File: src/rtl/glitch_safe_pulse_tx.sv
// glitch_safe_pulse_tx: turns single-cycle event strobes into output pulses of
// exactly HIGH_CYC cycles high and at least LOW_CYC cycles low, queueing events
// that arrive while a pulse is in flight (saturating pending counter).
// Optional build macro GPTX_OVF_STICKY_EN: overflow becomes sticky and adds
// the ovf_clr input; otherwise overflow is a one-cycle pulse per dropped event.
module glitch_safe_pulse_tx #(
  parameter int unsigned HIGH_CYC = 5,
  parameter int unsigned LOW_CYC  = 5,
  parameter int unsigned CNT_W    = 3
) (
  input  logic             clk,
  input  logic             rst_n,
  input  logic             ev_in,
`ifdef GPTX_OVF_STICKY_EN
  input  logic             ovf_clr,
`endif
  output logic             data_out,
  output logic             busy,
  output logic [CNT_W-1:0] pend_cnt,
  output logic             overflow
);

  localparam int unsigned MAX_CYC = (HIGH_CYC > LOW_CYC) ? HIGH_CYC : LOW_CYC;
  localparam int unsigned TMR_W   = $clog2(MAX_CYC) + 1;

  localparam logic [TMR_W-1:0] HIGH_LOAD = TMR_W'(HIGH_CYC - 1);
  localparam logic [TMR_W-1:0] LOW_LOAD  = TMR_W'(LOW_CYC - 1);
  localparam logic [CNT_W-1:0] PEND_MAX  = {CNT_W{1'b1}};

  typedef enum logic [1:0] {
    IDLE = 2'd0,
    HIGH = 2'd1,
    LOW  = 2'd2
  } state_e;

  state_e           state_q, state_d;
  logic [TMR_W-1:0] timer_q, timer_d;
  logic [CNT_W-1:0] pend_q, pend_d;
  logic             data_q, data_d;
  logic             ovf_q, ovf_d;
  logic             start;
  logic             consume;
  logic             drop;

  // A pulse can start when a fresh strobe arrives or one is already queued.
  assign start = ev_in | (pend_q != '0);

  // Next-state: timer counts down the remaining cycles of the current phase.
  always_comb begin
    state_d = state_q;
    timer_d = timer_q;
    consume = 1'b0;
    unique case (state_q)
      IDLE: begin
        if (start) begin
          state_d = HIGH;
          timer_d = HIGH_LOAD;
          consume = 1'b1;
        end
      end
      HIGH: begin
        if (timer_q == '0) begin
          state_d = LOW;
          timer_d = LOW_LOAD;
        end else begin
          timer_d = timer_q - 1'b1;
        end
      end
      LOW: begin
        if (timer_q == '0) begin
          if (start) begin
            state_d = HIGH;
            timer_d = HIGH_LOAD;
            consume = 1'b1;
          end else begin
            state_d = IDLE;
            timer_d = '0;
          end
        end else begin
          timer_d = timer_q - 1'b1;
        end
      end
      default: begin
        state_d = IDLE;
        timer_d = '0;
      end
    endcase
    data_d = (state_d == HIGH);
  end

  // Pending accounting: consume and a simultaneous strobe cancel out.
  always_comb begin
    pend_d = pend_q;
    drop   = 1'b0;
    if (consume) begin
      if ((pend_q != '0) && !ev_in) begin
        pend_d = pend_q - 1'b1;
      end
    end else if (ev_in) begin
      if (pend_q == PEND_MAX) begin
        drop = 1'b1;
      end else begin
        pend_d = pend_q + 1'b1;
      end
    end
  end

  // Overflow flag: sticky (set beats clear) or a one-cycle drop pulse.
  always_comb begin
`ifdef GPTX_OVF_STICKY_EN
    ovf_d = ovf_q;
    if (drop) begin
      ovf_d = 1'b1;
    end else if (ovf_clr) begin
      ovf_d = 1'b0;
    end
`else
    ovf_d = drop;
`endif
  end

  // State and output registers; reset aborts any pulse and drops the queue.
  always_ff @(posedge clk or negedge rst_n) begin
    if (!rst_n) begin
      state_q <= IDLE;
      timer_q <= '0;
      pend_q  <= '0;
      data_q  <= 1'b0;
      ovf_q   <= 1'b0;
    end else begin
      state_q <= state_d;
      timer_q <= timer_d;
      pend_q  <= pend_d;
      data_q  <= data_d;
      ovf_q   <= ovf_d;
    end
  end

  assign data_out = data_q;
  assign busy     = (state_q != IDLE);
  assign pend_cnt = pend_q;
  assign overflow = ovf_q;

endmodule

File: config.mk
export PLATFORM = sky130hd
export DESIGN_NAME = glitch_safe_pulse_tx
export DESIGN_NICKNAME = d
export VERILOG_FILES = /design/src/rtl/glitch_safe_pulse_tx.sv
export SDC_FILE = /design/constraint.sdc
export NUM_CORES = 1
export LEC_CHECK = 0
export ABC_AREA = 1
export BUFFER_PORTS_ARGS = -buffer_cell sky130_fd_sc_hd__buf_2
export CAP_MARGIN = 20
export CORE_MARGIN = 2
export CORE_UTILIZATION = 40
export CTS_CLUSTER_DIAMETER = 30
export DETAILED_ROUTE_END_ITERATION = 6
export MAX_ROUTING_LAYER = met4
export REMOVE_ABC_BUFFERS = 1
export SLEW_MARGIN = 20
export SYNTH_ARGS = -nofsm -noshare
export SYNTH_HDL_FRONTEND = slang
export SYNTH_SLANG_ARGS = --single-unit
File: constraint.sdc
create_clock -name clk -period 2.4 [get_ports clk]
set_clock_uncertainty 0.05 [all_clocks]
set_input_delay 0.48 -clock clk [delete_from_list [all_inputs] [get_ports clk]]
set_output_delay 0.48 -clock clk [all_outputs]
set_load 0.01 [all_outputs]
# == Yosys cells after proc, flatten, opt, wreduce, memory -nomap -nowiden ==
# Cells that the tools add are included.
# totals
wordCells,44
register_bits,11
# classes
reduce_logical,8
bitwise_logic,1
n_eq_ne,7
mux,20
addsub,3
# op_table
operator,n
two-way mux 3 bit,5
two-way mux 4 bit,3
case mux 4 bit (3 select lines),1
two-way mux 1 bit,6
two-way mux 2 bit,3
case mux 2 bit (3 select lines),1
== test 2 x 1 -> 1 bit (second input constant),2
logical NOT 4 bit,1
!= test 2 bit (second input constant),2
nonzero test 2 bit,2
subtractor 4 x 1 -> 4 bit (second input constant),1
adder 3 x 1 -> 3 bit (second input constant),1
== test 3 bit (second input constant),1
AND reduction 3 bit,1
nonzero test 3 bit,1
subtractor 3 x 1 -> 3 bit (second input constant),1
== test 2 bit (second input constant),1
logical NOT 2 bit,1
!= test 2 x 1 -> 1 bit (second input constant),1
case mux 1 bit (2 select lines),1
logical AND 1 bit,1
logical NOT 1 bit,1
OR 1 bit,1

# == Logic depth before layout (Yosys ltp) ==
# logic_depth
ltp_word,7
mapped_depth,14
mapped_depth_nobuf,14

# == Worst setup path after synthesis ==
# No wires, ideal clock.
# synth_path
path_kind,register to register
startpoint,register timer_q[0]
endpoint,register pend_q[2] (netlist: pend_cnt[2])
setup_slack_ns,0.587
path_stages_with_launch,14
setup_time_ns,0.113
t_arrival_ns,1.650
cell_sequence,dfrtp_1 -> inv_1 -> ha_1 -> nand2_2 -> nand2_4 -> nand3_4 -> xor2_1 -> ha_1 -> nor2_1 -> nand4_1 -> nand2_1 -> nand3_1 -> nand2_1 -> inv_1
# synth_between
elab_chain_len,5
word_cells_on_any_way,8
classes_between,eq/ne (2); mux (3); reduce/logical (3)
# synth_rtl
element,line_no,rtl
"start, declared",37,"logic [TMR_W-1:0] timer_q, timer_d;"
"start signal, assigned",132,timer_q <= timer_d;
logical NOT 4 bit (*),70,if (timer_q == '0) begin
two-way mux 1 bit (*),70,
case mux 1 bit (2 select lines) (*),53,unique case (state_q)
!= test 2 x 1 -> 1 bit (no line) (tied with other cells),-,
AND reduction 3 bit (no line),-,
"end signal, assigned",133,pend_q <= pend_d;
"end, declared",38,"logic [CNT_W-1:0] pend_q, pend_d;"
# Mark *: on every way between the ends. The rest lies on a longest branch, timed or not.
# A chain may end at the register's enable or synchronous reset.

# == Final worst setup path ==
# Ends and elaborated chain as after synthesis.

==> flow_results.xml <==
<?xml version="1.0" encoding="UTF-8"?>
<metrics>
  <group name="grt">
    <metric name="grt_util_met2" unit="%">21.16</metric>
    <metric name="maximum_number_of_pins_on_one_net_before_global_route_repair" unit="">12</metric>
    <metric name="grt_most_used_layer" unit="">met2</metric>
    <metric name="wire_length_of_the_first_global_routing_pass" unit="um">1966</metric>
    <metric name="grt_met1_use" unit="%">16.92</metric>
    <metric name="track_usage" unit="%">14.77</metric>
    <metric name="via_count_of_the_first_global_routing_pass" unit="">479</metric>
    <metric name="antenna_found_initial" unit="">0</metric>
    <metric name="grt_util_met3" unit="%">7.347</metric>
    <metric name="grt_overflow" unit="">0</metric>
  </group>
  <group name="clock_network">
    <metric name="cts_sinks" unit="">11</metric>
    <metric name="number_of_buffers_on_the_longest_clock_path" unit="">2</metric>
    <metric name="tritoncts_buffers" unit="">3</metric>
    <metric name="clock_insertion_delay_worst_skew" unit="ns">0.26</metric>
    <metric name="root_buffer" unit="">sky130_fd_sc_hd__clkbuf_4</metric>
    <metric name="cts_tree" unit="">done</metric>
    <metric name="buffer_count_from_post_cts_setup_fixing" unit="">0</metric>
    <metric name="cts-htree-levels" unit="">1</metric>
    <metric name="resized_after_cts" unit="">0</metric>
    <metric name="clkTransAtPathRegs" unit="ns">0.06</metric>
    <metric name="post_cts_hold_buffer_count" unit="">0</metric>
  </group>
  <group name="power_and_ir_drop">
    <metric name="power_leakage" unit="nW">0.3834</metric>
    <metric name="pwr_density_cell" unit="nW/um^2">1541</metric>
    <metric name="ir_drop" unit="V">0.0007086</metric>
  </group>
  <group name="cells_and_area">
    <metric name="area_growth_syn_to_layout" unit="%">13.17</metric>
    <metric name="layout.nets" unit="">98</metric>
    <metric name="final-seq-area" unit="um^2">275.3</metric>
    <metric name="layout.cells.most_common_list" unit="">15 x sky130_fd_sc_hd__nand2_1, 11 x sky130_fd_sc_hd__dfrtp_1, 10 x sky130_fd_sc_hd__inv_1</metric>
    <metric name="multiInputGateArea" unit="um^2">335.3</metric>
    <metric name="antenna-diode-count" unit="">0</metric>
    <metric name="most_frequent_standard_cell_in_the_layout_excluding_fill_and_tap_cells" unit="">sky130_fd_sc_hd__nand2_1</metric>
    <metric name="filler_cell_count" unit="">150</metric>
    <metric name="layout_cells_sized_above_1" unit="%">26.37</metric>
  </group>
  <group name="sta">
    <metric name="timing.final.crit_period" unit="ns">1.950</metric>
    <metric name="hold_slack_final" unit="ns">0.02519</metric>
    <metric name="slew_viol_final" unit="">0</metric>
    <metric name="relSlewSlack" unit="%">82.60</metric>
    <metric name="setup-violations-final" unit="">0</metric>
    <metric name="actual_slew_at_the_worst_max_slew_pin" unit="ns">0.2610</metric>
    <metric name="achievable-frequency" unit="MHz">512.9</metric>
    <metric name="unrepaired_setup_endpoints_after_global_routing" unit="">no</metric>
    <metric name="min_period_over_period" unit="%">81.23</metric>
    <metric name="timing.setup.tns" unit="ns">0</metric>
    <metric name="report.final.hold_viol_count" unit="">0</metric>
  </group>
  <group name="synth">
    <metric name="postSynthRegisterBits" unit="">11</metric>
    <metric name="synth_cell_type_count" unit="">20</metric>
    <metric name="yosys_warnings" unit="">0</metric>
    <metric name="synth_area_per_cell" unit="um^2">8.299</metric>
    <metric name="synthesis.area" unit="um^2">655.6</metric>
    <metric name="syn_inst" unit="">79</metric>
    <metric name="portion_of_the_post_synthesis_area_used_by_sequential_elements" unit="%">41.98</metric>
  </group>
  <group name="worst_setup_path">
    <metric name="critical-path-slowest-cell" unit="">sky130_fd_sc_hd__dfrtp_1</metric>
    <metric name="top_cell_family_by_delay_on_the_critical_path" unit="">simple AND/OR/NAND/NOR gates</metric>
    <metric name="worstSetupEndpointType" unit="">flop</metric>
    <metric name="timing.critical_path.slowest_cell_delay" unit="ns">0.38</metric>
    <metric name="critPathArrivalTime" unit="ns">2.06</metric>
    <metric name="critPathBufInv" unit="">2</metric>
    <metric name="crit_type" unit="">reg2reg</metric>
    <metric name="worst-endpoint-required" unit="ns">2.51</metric>
    <metric name="critical_path.cell_chain" unit="">inv_1 &gt; ha_1 &gt; nand2_2 &gt; nand2_4 &gt; nand3_4 &gt; xor2_1 &gt; ha_1 &gt; nor2_1 &gt; nand4_1 &gt; nand2_1 &gt; nand3_1 &gt; nand2_1 &gt; inv_1</metric>
    <metric name="cp-start-kind" unit="">flop</metric>
    <metric name="critPathMaxFanout" unit="">6</metric>
  </group>
  <group name="place">
    <metric name="io_buffer_count" unit="">8</metric>
    <metric name="post-dp-hpwl" unit="um">844.1</metric>
    <metric name="place_congestion" unit="">0.7485</metric>
  </group>
  <group name="die">
    <metric name="starting_density_of_the_core" unit="%">43.02</metric>
    <metric name="core_area" unit="um^2">1524</metric>
    <metric name="rows" unit="">14</metric>
    <metric name="die_height" unit="um">44.49</metric>
    <metric name="fp.dieW" unit="um">44.49</metric>
    <metric name="fp.dieArea" unit="um^2">1979</metric>
    <metric name="io_pins" unit="">9</metric>
  </group>
  <group name="routing">
    <metric name="ant_nets" unit="">0</metric>
    <metric name="drt-initial-drc-count" unit="">3</metric>
    <metric name="vias" unit="">498</metric>
    <metric name="route.detailed.drc" unit="">0</metric>
    <metric name="dr.pass1.iters" unit="">3</metric>
    <metric name="routedWlPerCell" unit="um">9.720</metric>
    <metric name="avgViaCountPerCell" unit="">4.654</metric>
    <metric name="detail_route.wirelength" unit="um">1040</metric>
  </group>
  <group name="run_status">
    <metric name="status" unit="">complete, no violations</metric>
  </group>
  <group name="hold_path">
    <metric name="timing.hold.worst.class" unit="">in2async</metric>
  </group>
  <group name="flow_run">
    <metric name="total_of_max_cap_violations" unit="">0</metric>
  </group>
</metrics>
==> per-stage QoR <==
stage	worst slack (ns)	std cells	instance area (um^2)	util (%)	total power, W
floorplan	0.5867	79	655.6	-	0.0008845
global placement	0.4860	103	715.7	46.96	0.001027
detailed placement	0.4445	103	715.7	46.96	0.001035
CTS	0.4336	107	742.0	48.69	0.001162
global route	0.2276	107	742.0	48.69	0.001289
finish	0.4504	107	742.0	48.69	0.001144
==> layer usage <==
layer	up-vias	wire (um)
li1	272	-
met3	2	48
met4	0	15
met5	-	0
met2	7	443
met1	217	532
==> worst reg2reg max path, cell delays in order (launching register included) <==
cell and delay [ns]:
sky130_fd_sc_hd__dfrtp_1 0.38, sky130_fd_sc_hd__inv_1 0.11, sky130_fd_sc_hd__ha_1 0.20, sky130_fd_sc_hd__nand2_2 0.07
sky130_fd_sc_hd__nand2_4 0.09, sky130_fd_sc_hd__nand3_4 0.11, sky130_fd_sc_hd__xor2_1 0.16, sky130_fd_sc_hd__ha_1 0.19
sky130_fd_sc_hd__nor2_1 0.09, sky130_fd_sc_hd__nand4_1 0.10, sky130_fd_sc_hd__nand2_1 0.11, sky130_fd_sc_hd__nand3_1 0.08
sky130_fd_sc_hd__nand2_1 0.07, sky130_fd_sc_hd__inv_1 0.03
==> sequential cells by signal, indices dropped and copies added (netlist names) <==
name / count
timer_q: 4
data_out: 1
overflow: 1
pend_cnt: 3
state_q: 2
==> final timing paths <==
check	end	cells past startpoint	from	slack (ns)
hold / removal	overflow	1	rst_n	0.03
setup reg to reg	pend_cnt[2]	13	timer_q[0]	0.45
hold reg to reg	pend_cnt[0]	1	pend_cnt[0]	0.49
max in group asynchronous	timer_q[0]	1	rst_n	2.06
setup / recovery	pend_cnt[2]	13	timer_q[0]	0.45
min in group clk	overflow	3	ev_in	0.41
==> final cells by class <==
class | count | area share (%)
clock buffer | 4 | 3.541
inverter | 12 | 6.071
multi-input combinational | 56 | 45.19
sequential | 11 | 37.10
tap | 16 | 2.698
timing repair buffer | 8 | 5.396
==> cells in the mapped netlist, drive strengths merged <==
cell type  count  area [um^2]
nand3          4        32.53
inv           12        45.05
ha             3        37.54
nand2         19        86.33
o21ai          7        35.03
nand4          1        6.260
a21boi         1        11.26
nor2          13        58.80
nor3           1        5.000
a21oi          2        21.27
or2            1        6.260
xor2           3        26.28
xnor2          1        8.760
dfrtp         11        275.3
==> kinds of logic after synthesis <==
kind of cell               synth area share, %
AOI/OAI and AO/OA                        10.30
xor gates and xnor gates                 5.344
adders and majority gates                5.726
buffers and inverters                    6.871
DFF                                      41.98
and+or+nand+nor                          29.77
==> report_power, final <==
group,internal [W],switching [W]
logic,0.000269,0.000393
clock network,0.0000643,0.0000561
registers,0.000277,0.0000843
Power figures use the tool's default switching activity.
